[src/rtl/psg.sv]
`default_nettype none
// ============================================================================
// psg : SN76489-compatible sound generator (3 tone + 1 noise, signed 16-bit mix)
// Rev 1.0
// ============================================================================
module psg #(
    parameter int PRESCALE = 128
) (
    input  logic        clk,
    input  logic        reset,
    input  logic [7:0]  io_wrdata,
    input  logic        io_wren,
    output logic        sample_valid,
    output logic [15:0] sample
);
    localparam int PW = (PRESCALE > 1) ? $clog2(PRESCALE) : 1;

    logic [PW-1:0]      pre_cnt;
    logic               tick;
    logic               tick_d;

    logic [1:0]         latch_ch;
    logic               latch_type;
    logic [1:0]         wr_ch;
    logic               wr_type;
    logic               noise_wr;

    logic [9:0]         tone_reg [3];
    logic [9:0]         tone_cnt [3];
    logic [2:0]         tone_ff;
    logic [2:0]         tone_out;
    logic               tone2_reload;
    logic [2:0]         noise_ctrl;
    logic [3:0]         att [4];

    logic [6:0]         noise_cnt;
    logic [6:0]         noise_reload;
    logic               noise_ff;
    logic               noise_flip;
    logic               lfsr_fb;
    logic [15:0]        lfsr;

    logic [3:0]         ch_out;
    logic signed [15:0] mix;

    function automatic logic [15:0] att_level(input logic [3:0] a);
        case (a)
            4'd0:    att_level = 16'd8191;
            4'd1:    att_level = 16'd6506;
            4'd2:    att_level = 16'd5168;
            4'd3:    att_level = 16'd4105;
            4'd4:    att_level = 16'd3261;
            4'd5:    att_level = 16'd2590;
            4'd6:    att_level = 16'd2057;
            4'd7:    att_level = 16'd1634;
            4'd8:    att_level = 16'd1298;
            4'd9:    att_level = 16'd1031;
            4'd10:   att_level = 16'd819;
            4'd11:   att_level = 16'd650;
            4'd12:   att_level = 16'd517;
            4'd13:   att_level = 16'd410;
            4'd14:   att_level = 16'd326;
            default: att_level = 16'd0;
        endcase
    endfunction

    assign tick = (pre_cnt == PW'(PRESCALE - 1));

    always_ff @(posedge clk or posedge reset) begin
        if (reset)     pre_cnt <= '0;
        else if (tick) pre_cnt <= '0;
        else           pre_cnt <= pre_cnt + 1'b1;
    end

    // Latch bytes carry their own channel/type; data bytes reuse the latch.
    always_comb begin
        wr_ch    = io_wrdata[7] ? io_wrdata[6:5] : latch_ch;
        wr_type  = io_wrdata[7] ? io_wrdata[4]   : latch_type;
        noise_wr = io_wren && (wr_ch == 2'd3) && !wr_type;
    end

    always_ff @(posedge clk or posedge reset) begin
        if (reset) begin
            latch_ch   <= '0;
            latch_type <= 1'b0;
            noise_ctrl <= '0;
            for (int i = 0; i < 3; i++) tone_reg[i] <= '0;
            for (int i = 0; i < 4; i++) att[i] <= 4'hF;
        end else if (io_wren) begin
            if (io_wrdata[7]) begin
                latch_ch   <= io_wrdata[6:5];
                latch_type <= io_wrdata[4];
            end
            if (wr_type) begin
                for (int i = 0; i < 4; i++)
                    if (wr_ch == 2'(i)) att[i] <= io_wrdata[3:0];
            end else if (wr_ch == 2'd3) begin
                noise_ctrl <= io_wrdata[2:0];
            end else begin
                for (int i = 0; i < 3; i++) begin
                    if (wr_ch == 2'(i)) begin
                        if (io_wrdata[7]) tone_reg[i][3:0] <= io_wrdata[3:0];
                        else              tone_reg[i][9:4] <= io_wrdata[5:0];
                    end
                end
            end
        end
    end

    // Tone periods of 0 or 1 hold the output high instead of toggling.
    always_comb begin
        for (int i = 0; i < 3; i++)
            tone_out[i] = (tone_reg[i] < 10'd2) ? 1'b1 : tone_ff[i];
        tone2_reload = tick && (tone_cnt[2] == 10'd0);
    end

    always_ff @(posedge clk or posedge reset) begin
        if (reset) begin
            for (int i = 0; i < 3; i++) tone_cnt[i] <= '0;
            tone_ff <= '0;
        end else if (tick) begin
            for (int i = 0; i < 3; i++) begin
                if (tone_cnt[i] == 10'd0) begin
                    tone_cnt[i] <= tone_reg[i];
                    if (tone_reg[i] > 10'd1) tone_ff[i] <= ~tone_ff[i];
                end else begin
                    tone_cnt[i] <= tone_cnt[i] - 10'd1;
                end
            end
        end
    end

    always_comb begin
        case (noise_ctrl[1:0])
            2'd0:    noise_reload = 7'd16;
            2'd1:    noise_reload = 7'd32;
            default: noise_reload = 7'd64;
        endcase
        noise_flip = tick && ((noise_ctrl[1:0] == 2'd3) ? tone2_reload
                                                        : (noise_cnt == 7'd0));
        lfsr_fb    = noise_ctrl[2] ? (lfsr[0] ^ lfsr[3]) : lfsr[0];
    end

    always_ff @(posedge clk or posedge reset) begin
        if (reset) begin
            noise_cnt <= '0;
            noise_ff  <= 1'b0;
            lfsr      <= 16'h8000;
        end else begin
            if (tick)
                noise_cnt <= (noise_cnt == 7'd0) ? noise_reload : noise_cnt - 7'd1;
            if (noise_flip)
                noise_ff <= ~noise_ff;
            if (noise_wr)
                lfsr <= 16'h8000;
            else if (noise_flip && !noise_ff)
                lfsr <= {lfsr_fb, lfsr[15:1]};
        end
    end

    assign ch_out = {lfsr[0], tone_out};

    always_comb begin
        mix = '0;
        for (int i = 0; i < 4; i++) begin
            if (ch_out[i]) mix = mix + $signed(att_level(att[i]));
            else           mix = mix - $signed(att_level(att[i]));
        end
    end

    // Sample is taken one clock after the tick so same-tick attenuation writes land.
    always_ff @(posedge clk or posedge reset) begin
        if (reset) begin
            tick_d       <= 1'b0;
            sample_valid <= 1'b0;
            sample       <= '0;
        end else begin
            tick_d       <= tick;
            sample_valid <= tick_d;
            if (tick_d) sample <= mix;
        end
    end
endmodule
`default_nettype wire
[config.mk]
export PLATFORM = sky130hd
export DESIGN_NAME = psg
export DESIGN_NICKNAME = d
export VERILOG_FILES = /design/src/rtl/psg.sv
export SDC_FILE = /design/constraint.sdc
export NUM_CORES = 1
export LEC_CHECK = 0
export BUFFER_PORTS_ARGS = -buffer_cell sky130_fd_sc_hd__buf_2
export CAP_MARGIN = 10
export CORE_MARGIN = 2
export CORE_UTILIZATION = 30
export CTS_CLUSTER_DIAMETER = 60
export DETAILED_ROUTE_END_ITERATION = 7
export PLACE_DENSITY_LB_ADDON = 0.25
export SYNTH_ARGS = -nofsm -noshare
export SYNTH_HDL_FRONTEND = slang
export SYNTH_SLANG_ARGS = --single-unit
[constraint.sdc]
create_clock -name clk -period 7.7 [get_ports clk]
set_clock_uncertainty 0.15 [all_clocks]
set_input_delay 0.385 -clock clk [delete_from_list [all_inputs] [get_ports clk]]
set_output_delay 0.385 -clock clk [all_outputs]
set_load 0.05 [all_outputs]
Yosys cells after proc, flatten, opt, wreduce, memory -nomap -nowiden:

Memories as Yosys holds them, arrays and structs flattened.
Index checks and enable logic that the tools add are counted.

* flip-flop bits (word level): 134
* word-level logic and storage cells: 120
* memory bits (read-only): 1664
* output and inout bits: 17
* memories: 8

Memory list
* (no name shown): words 16, width 13, read ports 1, clocked after memory_dff 0, write ports 0, line 47 `case (a)`
* (no name shown): words 16, width 13, read ports 1, clocked after memory_dff 0, write ports 0, line 47
* (no name shown): words 16, width 13, read ports 1, clocked after memory_dff 0, write ports 0, line 47
* (no name shown): words 16, width 13, read ports 1, clocked after memory_dff 0, write ports 0, line 47
* (no name shown): words 16, width 13, read ports 1, clocked after memory_dff 0, write ports 0, line 47
* (no name shown): words 16, width 13, read ports 1, clocked after memory_dff 0, write ports 0, line 47
* 2 more memories

* magnitude comparators: 6
* reduce and logical (&&, ||, !) cells: 28
* bitwise logic cells: 8
* mux-type cells: 26
* add/sub/neg operators: 12
* equal/unequal tests: 6

Operators with widths (number)
* 16-bit 2-to-1 mux: 13
* 16-bit adder: 3
* 16-bit subtractor: 3
* 10-bit by 1-bit greater-than comparator with 1-bit output (second input constant): 3
* 10-bit logical NOT: 3
* 10-bit by 2-bit less-than comparator with 1-bit output (second input constant): 3
* 10-bit 2-to-1 mux: 3
* 5-bit AND reduction: 6
* 10-bit by 1-bit subtractor with 10-bit output (second input constant): 3
* 3-bit AND reduction: 8
* 1-bit by 16-bit subtractor with 16-bit output (first input constant): 1
* 7-bit 2-to-1 mux: 2
* 7-bit case mux with 2 select lines: 1
* 7-bit by 1-bit adder with 7-bit output (second input constant): 1
* 7-bit == test (second input constant): 1
* 7-bit logical NOT: 1
* 1-bit NOT: 7
* 7-bit by 1-bit subtractor with 7-bit output (second input constant): 1
* 2-bit == test (second input constant): 3
* 1-bit 2-to-1 mux: 6
* 1-bit logical AND: 5
* 2-bit by 1-bit == test with 1-bit output (second input constant): 2
* 2-bit logical NOT: 2
* 1-bit logical NOT: 2
* 3 further kinds: 3

Logic depth before layout (Yosys ltp):

Gate-level depths: netlist of run 1.

* word-level depth: 11
* mapped depth: 35
* gate-level depth less buffers: 34

Worst setup path after synthesis of run 1:

No wires, ideal clock.

* path kind: reg2reg
* start: register att[10] (netlist name)
* end: register sample[15]
* data required time: 7.412 ns
* data arrival time: 5.865 ns
* cell stages (with the launch flop): 32
* path slack: 1.546 ns
* path buffers: 3
* cell sequence: dfstp_2 > buf_2 > buf_6 > clkbuf_1 > nor2_1 > a21oi_1 > o22a_1 > inv_1 > ha_1 > nand2_1 > o21ai_0 > inv_1 > fa_1 > inv_1 > fa_1 > a21o_1 > a21oi_1 > o21bai_1 > a21oi_1 > o21bai_1 > a21oi_1 > xnor2_1 > ha_1 > and3_1 > a311o_1 > nor3_1 > o31ai_1 > a21o_1 > a21oi_1 > xnor2_1 > xnor2_1 > a21oi_1

* word-level cells in the longest chain between the ends: 8
* elaborated cells on any way between the ends: 13

Ends and longest elaborated chain
* from (decl): line 34 `logic [3:0] att [4];`
* from (signal, indexed assignment): line 96 `if (wr_ch == 2'(i)) att[i] <= io_wrdata[3:0];`
* memory 16 x 13 bit
* 16-bit 2-to-1 mux: line 166 `if (ch_out[i]) mix = mix + $signed(att_level(att[i]));`
* 16-bit subtractor or 16-bit adder (tied branches): line 167, 166
* 16-bit 2-to-1 mux *: line 166
* 16-bit subtractor or 16-bit adder (tied branches): line 167, 166
* 16-bit 2-to-1 mux *: line 166
* 16-bit subtractor or 16-bit adder (tied branches): line 167, 166
* 16-bit 2-to-1 mux *: line 166
* to (signal assigned): line 180 `if (tick_d) sample <= mix;`
* to (decl): line 14 `output logic [15:0] sample`

Mark *: on every way between the ends. The rest lies on a longest branch, timed or not. The select of a mux whose other input is x is not followed.
A chain may end at the register's enable or synchronous reset.

Final worst setup path of run 1:

* start: register att[13] (netlist name)
* end: register sample[15]

* word-level cells in the longest chain between the ends: 10
* elaborated cells on any way between the ends: 14

Ends and longest elaborated chain
* memory 16 x 13 bit
* 16-bit 2-to-1 mux: line 166
* 1-bit by 16-bit subtractor with 16-bit output: line 167 `else mix = mix - $signed(att_level(att[i]));`
* 16-bit 2-to-1 mux *: line 166
* 16-bit subtractor or 16-bit adder (tied branches): line 167, 166
* 16-bit 2-to-1 mux *: line 166
* 16-bit subtractor or 16-bit adder (tied branches): line 167, 166
* 16-bit 2-to-1 mux *: line 166
* 16-bit subtractor or 16-bit adder (tied branches): line 167, 166
* 16-bit 2-to-1 mux *: line 166

Marked as above.

==> run_results.csv, run 1 <==
group,metric,value,unit
critical_path,critPathBufInv,3,
timing,maxSlewViolCount,0,
clock_network,clockRootBuffer,"clkbuf_16",
global_routing,grt-ovfl-total,0,
clock_network,cts_buffer_depth,2,
clock_network,clock_latency,430,ps
yosys,synth_seq_cells,134,
die,core,0.0343,mm²
route,wl_met3,669,µm
route,dr.pass1.iters,5,
critical_path,critPathRequiredTime,7860,ps
clock_network,numCtsBuffers,17,
route,wl_met2,10.7,mm
yosys,synthCells,1161,
critical_path,criticalPathCategory,"register to register",
timing,rsz0062_at_grt,"false",
finish,multiInputGateArea,0.00657,mm²
run,cap_viol_max_count,0,
critical_path,worstPathMaxFanout,11,
route,top_layer_used,"met4",
timing,fmax,149,MHz
clock_network,cts_sinks,134,
placed_design,dp_cells,1603,
die,fp.dieArea,0.0361,mm²
global_routing,grt_pass1_wl,40.1,mm
die,io_pins,28,
finish,n_antenna_cell,0,
timing,post-route-min-period,6730,ps
clock_network,htreeDepth,4,
route,routed_wl,23.9,mm
global_routing,grt_max_degree,74,
route,route.vias.total,8168,
die,die_w,190,µm
route,route.detailed.drc,0,
placed_design,placed_area,0.0109,mm²
critical_path,crit_path_max_incr_delay,630,ps
finish,drive_gt1_frac,0.146,
worst_hold_path,hold_path.class,"primary input to register",
yosys,async_flop_share,1.00,
timing,max_slew.worst_pin.slew,924,ps
timing,whs,77.1,ps
yosys,synth_nets,1250,
critical_path,critical-path-slowest-cell,"dfstp_2",
yosys,synth-edff-count,0,
yosys,netlist_top_cells_count,"117 x dfrtp_1, 115 x nor2_1, 98 x nand2_1",
global_routing,grt_pass1_vias,7923,
finish,syn2layout_area_growth,10.7,%
route,drtAntennaViolNets,0,
timing,maxSlewHeadroom,0.384,
route,wl_per_cell,14.6,µm
yosys,synth.distinct_cells,80,
timing,hold_violations,0,
global_routing,track_usage,0.138,
timing,finalCritPeriodShare,0.874,
timing,tns,0,ps
yosys,yosysSeqAreaShare,0.325,
status,status,"finished, final reports clean",
placed_design,dp_hpwl,17.4,mm
finish,nets,1257,
critical_path,start_kind,"register",
yosys,synth_warnings,0,
route,drtIter0Drc,282,
yosys,yosys.cell_count.top_type,"dfrtp_1",
die,row_count,68,
finish,instances_no_fill,1636,
finish,fillerInstances,3560,
clock_network,cts_post_setup_buffers_inserted,0,
yosys,synth_top_area_frac,0.282,
die,initial_core_util,0.303,
route,detail_route.wirelength.met1,12.3,mm
critical_path,worstSetupEndpointType,"register",
route,via_per_inst,4.99,
clock_network,cts.clk_slew.worst_paths,60,ps
clock_network,tritoncts,"yes",
yosys,ys.flop_type,"dfrtp_1",
placed_design,gp_congestion,0.842,
yosys,netlist_area,0.0104,mm²
yosys,yosys-top-cells-area,"dfrtp_1 28%, ha_1 9.0%, mux2_2 6.8%, xnor2_1 4.7%, dfstp_2 4.3%",
finish,ff_latch_area,0.00337,mm²
critical_path,crit_family,"compound AO/OA/AOI/OAI gates",
critical_path,arrival,6890,ps
yosys,synth_area_leader_cell,"dfrtp_1",
timing,setup_viol,0,
yosys,synth_area_per_cell,8.94,µm²
global_routing,antenna_found_initial,0,
die,die_h,190,µm
placed_design,io_buffers,27,
finish,final_cell_area,0.0115,mm²
## layout make-up
cell class,instances,share of cell area
Inverter,57,0.0191
Tap cell,455,0.0495
Timing Repair Buffer,35,0.0172
Clock buffer,20,0.0380
Sequential cell,134,0.294
Multi-Input combinational cell,923,0.571
Clock inverter,12,0.0113
## repair_timing
item | in CTS | in global routing
gates resized for setup | 0 | 0
hold endpoints to repair | 56 | 0
hold buffers | 1 | 0
## layout by cell type, fill, tap and decap left out, types with 8 or more instances in the layout
cell / instances
a211oi_1: 10
a21o_1: 12
a21oi_1: 75
a31oi_1: 23
and2_1: 10
and3_1: 9
buf_2: 27
clkbuf_16: 17
dfrtp_1: 117
dfstp_2: 17
ha_1: 75
inv_1: 53
mux2_2: 63
mux2i_1: 38
nand2_1: 98
nand2b_1: 17
nand3_1: 19
nor2_1: 115
nor2b_1: 13
nor3_1: 29
nor4_1: 8
o21a_1: 9
o21ai_0: 70
o21ai_1: 9
o31ai_1: 12
or3_1: 8
xnor2_1: 56
xor2_1: 32
## final timing paths
kind	startpoint	endpoint	slack, ps	cells after the start
min in group asynchronous	reset	lfsr[13]	430	3
hold reg to reg	pre_cnt[0]	pre_cnt[0]	320	1
hold / removal	io_wren	latch_type	80	3
max in group asynchronous	reset	tone_reg[15]	5600	4
setup / recovery	att[13]	sample[15]	970	33
setup reg to reg	att[13]	sample[15]	970	33
## routing by layer
layer | track usage | vias to the layer above
met4 | 0.0343 | 0
met1 | 0.195 | 3902
met5 | 0 | -
met2 | 0.218 | 95
met3 | 0.0234 | 18
li1 | - | 4153
## worst register-to-register path: cells and delay by family (launching register included)
family	cells	cell delay (ps)
compound gates	14	2540
fa+ha+maj	5	1790
simple gates	7	690
flops	1	630
xor+xnor	4	510
buf+inv	3	290
## metrics by stage
stage	util	setup slack, ps
2_1_floorplan	-	1550
3_3_place_gp	0.318	1050
3_5_place_dp	0.318	960
4_1_cts	0.335	929
5_1_grt	0.335	240
6_report	0.335	973
## kinds of logic after synthesis
logic type      count (synthesis)  share of synthesized area
flops                         134                      0.325
fa+ha+maj                      78                     0.0962
xor+xnor                       90                     0.0780
mux                           108                      0.119
buf+inv                       104                     0.0427
simple gates                  363                      0.167
compound gates                284                      0.172
Power of run 1 is not shown: default switching activity piles up to over one toggle a cycle in this logic, so the estimate is an artifact.
==> run 2: changes to the inputs <==
Settings changed: BUFFER_PORTS_ARGS -buffer_cell sky130_fd_sc_hd__buf_2 to default, DONT_BUFFER_PORTS from default to 1.
==> run 2 against run 1 <==
Against the previous run:
- hold slack lost 13 ps
- routed wire length grew 1.3%
- setup slack gained 10 ps
- first-iteration DRC count up 98%
- sequential share of layout area up 0.080 points
==> run_results.csv, run 2 (synthesis results as in run 1) <==
group,metric,value,unit
clock_network,clockRootBuffer,"clkbuf_16",
critical_path,crit_family,"compound AO/OA/AOI/OAI gates",
die,fp.dieArea,0.0361,mm²
critical_path,critPathBufInv,3,
critical_path,critPathRequiredTime,7860,ps
finish,drive_gt1_frac,0.126,
worst_hold_path,hold_path.class,"primary input to register",
timing,max_slew.worst_pin.slew,891,ps
global_routing,grt-ovfl-total,0,
die,initial_core_util,0.303,
finish,n_antenna_cell,0,
die,die_h,190,µm
timing,setup_viol,0,
critical_path,crit_path_max_incr_delay,640,ps
route,routed_wl,24.2,mm
timing,post-route-min-period,6720,ps
route,drtAntennaViolNets,0,
route,via_per_inst,5.00,
finish,final_cell_mix,"117 x dfrtp_1, 115 x nor2_1, 98 x nand2_1",
critical_path,start_kind,"register",
route,dr.pass1.iters,7,
route,wl_per_cell,14.9,µm
finish,fillerInstances,3565,
critical_path,arrival,6880,ps
critical_path,critical-path-slowest-cell,"dfstp_2",
timing,maxSlewViolCount,0,
timing,tns,0,ps
global_routing,grt_pass1_vias,7987,
placed_design,gp_congestion,0.818,
clock_network,tritoncts,"yes",
timing,finalCritPeriodShare,0.872,
status,status,"finished, final reports clean",
clock_network,cts_sinks,134,
die,core,0.0343,mm²
clock_network,cts_post_setup_buffers_inserted,0,
route,drtIter0Drc,557,
critical_path,worstPathMaxFanout,11,
global_routing,antenna_found_initial,0,
global_routing,grt_pass1_wl,40.9,mm
clock_network,htreeDepth,4,
finish,nets,1238,
timing,maxSlewHeadroom,0.406,
timing,fmax,149,MHz
route,route.vias.total,8085,
critical_path,worstSetupEndpointType,"register",
route,route.detailed.drc,0,
die,io_pins,28,
clock_network,cts_resized,0,
die,die_w,190,µm
run,cap_viol_max_count,0,
clock_network,numCtsBuffers,17,
timing,hold_violations,0,
finish,final_common_cell,"dfrtp_1",
timing,rsz0062_at_grt,"false",
placed_design,io_buffers,0,
placed_design,dp_hpwl,17.5,mm
clock_network,clock_latency,430,ps
global_routing,track_usage,0.140,
global_routing,grt_max_degree,71,
clock_network,cts_buffer_depth,2,
clock_network,cts.clk_slew.worst_paths,70,ps
critical_path,criticalPathCategory,"register to register",
die,row_count,68,
finish,syn2layout_area_growth,10.4,%
-- run 2: changes by cell type in the layout (fill, tap and decap cells not counted), sizes merged --
cell         before  now
buf              34    7
dlygate4sd3       1    9
clkinv            8    6
inv              57   59
-- run 2: final cells by class --
class | instances | area, µm² | area share
well taps | 455 | 569 | 0.0497
clock buffers | 20 | 447 | 0.0390
flip-flops and latches | 134 | 3370 | 0.294
multi-input cells | 923 | 6570 | 0.573
clock inverters | 12 | 144 | 0.0126
repair buffers | 16 | 143 | 0.0124
inverters | 57 | 219 | 0.0191
-- run 2: timing repair --
item,4_1_cts,5_1_grt
endpoints found under the hold margin,100,0
endpoints found under the setup margin,0,0
hold buffers,9,0
-- run 2: metal layers --
| layer | GRT usage | vias to the layer above | part of all wire |
|---|---|---|---|
| li1 | - | 4113 | - |
| met1 | 0.196 | 3822 | 0.50 |
| met2 | 0.220 | 123 | 0.45 |
| met3 | 0.0256 | 27 | 0.038 |
| met4 | 0.0426 | 0 | 0.015 |
| met5 | 0 | - | 0 |
-- run 2: path summary, 6_finish.rpt --
path | startpoint | end | slack (ps) | cells after the start
min | io_wren | latch_ch[1] | 60 | 2
min in group asynchronous | reset | noise_ctrl[2] | 380 | 2
max reg2reg | att[13] | sample[15] | 980 | 33
max in group asynchronous | reset | tone_cnt[26] | 5670 | 3
min reg2reg | pre_cnt[0] | pre_cnt[0] | 310 | 1
max | att[13] | sample[15] | 980 | 33
-- run 2: worst reg2reg max path: cells and delay by family (launching register included) --
family,cells,cell delay [ps]
compound gates,14,2520
xor+xnor,4,510
fa+ha+maj,5,1800
buf+inv,3,290
flops,1,640
simple gates,7,680
-- run 2: through the flow --
step | instances | utilization | area, µm² | hold slack, ps | worst slack, ps
floorplan | 1161 | - | 10400 | 202 | 1550
global placement | 1576 | 0.314 | 10800 | 221 | 1060
detailed placement | 1576 | 0.314 | 10800 | 230 | 988
CTS | 1617 | 0.334 | 11500 | 39.8 | 939
global route | 1617 | 0.334 | 11500 | 52.6 | 329
finish | 1617 | 0.334 | 11500 | 64.2 | 983
Power of run 2 is left out for the same reason.
==> run 3: changes to the inputs <==
Settings changed: ABC_AREA from default to 1.
==> run 3 against run 2 <==
Against the previous run:
- utilization decreased by 0.072 points
- non-clock buffer count fell by 12
- register-to-register slack better by 440 ps
- flip-flop and latch count is the same
- cell area barely moved
- maximum frequency grew 7.0%
- cell count up 18%
- setup slack gained 440 ps
- synthesized cell count grew 24%
- critical path type unchanged
- largest cell class unchanged
==> run_results.csv, run 3 <==
group,metric,value,unit
status,status,"finished, final reports clean",
critical_path,arrival,6480,ps
finish,nets,1524,
yosys,synth_top_area_frac,0.281,
worst_hold_path,min_delay_path_depth,3,
timing,rsz0062_at_grt,"false",
critical_path,critical-path-slowest-cell,"dfstp_2",
finish,syn2layout_area_growth,9.89,%
yosys,netlist_top_cells_count,"316 x nand2_1, 184 x inv_1, 146 x o21ai_0",
run,cap_viol_max_count,0,
timing,whs,41.7,ps
timing,tns,0,ps
finish,final_cell_mix,"316 x nand2_1, 183 x inv_1, 146 x o21ai_0",
placed_design,dp_hpwl,18.6,mm
route,dr.pass1.iters,5,
die,initial_core_util,0.304,
clock_network,htreeDepth,4,
placed_design,gp_congestion,0.847,
die,core,0.0344,mm²
critical_path,critPathMostFrequentCell,"nand2_1",
yosys,async_flop_share,1.00,
timing,finalCritPeriodShare,0.815,
yosys,synthCells,1445,
clock_network,numCtsBuffers,17,
yosys,synth.distinct_cells,56,
critical_path,worstPathMaxFanout,6,
route,routed_wl,24.4,mm
die,die_h,190,µm
clock_network,tritoncts,"yes",
timing,setup_viol,0,
clock_network,cts.clk_slew.worst_paths,60,ps
timing,fmax,159,MHz
finish,final_common_cell,"nand2_1",
yosys,synth-edff-count,0,
clock_network,cts_buffer_depth,2,
worst_hold_path,hp-start,"io_wren",
yosys,yosys.cell_count.top_type,"nand2_1",
yosys,yosys-top-cells-area,"dfrtp_1 28%, nand2_1 11%, ha_1 9.0%, o21ai_0 7.0%, inv_1 6.6%",
route,wl_per_cell,12.8,µm
clock_network,cts_post_setup_buffers_inserted,0,
die,io_pins,28,
critical_path,criticalPathCategory,"register to register",
worst_hold_path,hold_path.class,"primary input to register",
route,drtIter0Drc,542,
clock_network,clock_latency,430,ps
clock_network,cts_sinks,134,
critical_path,reg2reg_to,"sample[13]",
global_routing,grt_pass1_wl,42.1,mm
yosys,synth_nets,1534,
critical_path,r2r_slack,1420,ps
yosys,yosysSeqAreaShare,0.323,
global_routing,track_usage,0.142,
route,via_per_inst,4.70,
finish,drive_gt1_frac,0.0760,
critical_path,timing.rr.start,"att[13]",
timing,max_slew.worst_pin.slew,935,ps
critical_path,worstSetupEndpointType,"register",
worst_hold_path,min_to,"latch_type",
yosys,netlist_area,0.0104,mm²
global_routing,grt_pass1_vias,8760,
timing,maxSlewHeadroom,0.377,
critical_path,start_kind,"register",
route,route.detailed.drc,0,
timing,maxSlewViolCount,0,
route,drtAntennaViolNets,0,
placed_design,io_buffers,0,
critical_path,r2r_cells,37,
yosys,synth_seq_cells,134,
critical_path,critPathRequiredTime,7900,ps
die,row_count,68,
yosys,synth_warnings,0,
clock_network,clockRootBuffer,"clkbuf_16",
route,route.vias.total,8958,
yosys,synth_area_per_cell,7.22,µm²
yosys,ys.flop_type,"dfrtp_1",
global_routing,antenna_found_initial,1,
timing,hold_violations,0,
clock_network,cts_resized,0,
die,die_w,190,µm
die,fp.dieArea,0.0363,mm²
global_routing,grt-ovfl-total,0,
global_routing,grt_max_degree,74,
critical_path,crit_path_max_incr_delay,580,ps
yosys,synth_area_leader_cell,"dfrtp_1",
timing,post-route-min-period,6280,ps
-- run 3: cell types whose count changed after synthesis, moves of 13 or more --
cell | before | now
mux2i_1 | 38 | 2
nor2_1 | 115 | 130
xnor2_1 | 56 | 25
nand2_1 | 98 | 316
o22ai_1 | 7 | 24
nor2b_1 | 13 | 0
nand3_1 | 19 | 64
a31oi_1 | 23 | 9
nor2_2 | 0 | 14
mux2_2 | 63 | 1
o21ai_0 | 70 | 146
inv_1 | 54 | 184
nand2b_1 | 17 | 1
xor2_1 | 32 | 65
-- run 3: critical path: cells and delay by family, from the launching register on --
| kind | cells | cell delay, ps |
|---|---|---|
| AOI/OAI and AO/OA | 9 | 1620 |
| and+or+nand+nor | 16 | 1610 |
| adders and majority gates | 4 | 1410 |
| DFF | 1 | 580 |
| xor gates and xnor gates | 3 | 460 |
| buffers and inverters | 5 | 380 |
-- run 3: what timing repair did --
item,CTS,global route
hold buffers,2,0
setup endpoints to repair,0,0
hold endpoints to repair,53,0
-- run 3: kinds of logic after synthesis --
family | after synthesis | share of synthesized area
compound gates | 309 | 0.165
buf+inv | 224 | 0.0859
xor+xnor | 90 | 0.0755
flops | 134 | 0.323
mux | 3 | 0.00300
fa+ha+maj | 78 | 0.0957
simple gates | 607 | 0.252
-- run 3: metal layers --
layer	vias up	track usage	part of all wire
met5	-	0	0
met4	0	0.0325	0.011
met3	18	0.0283	0.027
met2	94	0.229	0.45
met1	4132	0.194	0.52
li1	4714	-	-
-- run 3: layout make-up --
class                   instances  area (µm²)
fillers                      3718       22900
multi-input cells            1087        6160
flip-flops and latches        134        3370
inverters                     191         722
well taps                     455         569
clock buffers                  20         457
clock inverters                12         143
repair buffers                  4        35.0
diodes                          1        2.50
-- run 3: stage by stage --
step           instance area [µm²]   util  worst slack [ps]  instances
2_1_floorplan                10400      -              2020       1445
3_3_place_gp                 10800  0.315              1550       1869
3_5_place_dp                 10800  0.315              1450       1869
4_1_cts                      11500  0.334              1400       1903
5_1_grt                      11500  0.334               716       1903
6_report                     11500  0.334              1420       1904
-- run 3: worst max path at each step --
stage	depth (start not counted)	start	endpoint
after floorplan	37	att[13]	sample[13]
after global placement	35	tone_reg[22]	sample[13]
after detailed placement	37	att[13]	sample[13]
after CTS	37	att[13]	sample[13]
after global routing	39	att[13]	sample[15]
final	37	att[13]	sample[13]
Power of run 3 is left out for the same reason.
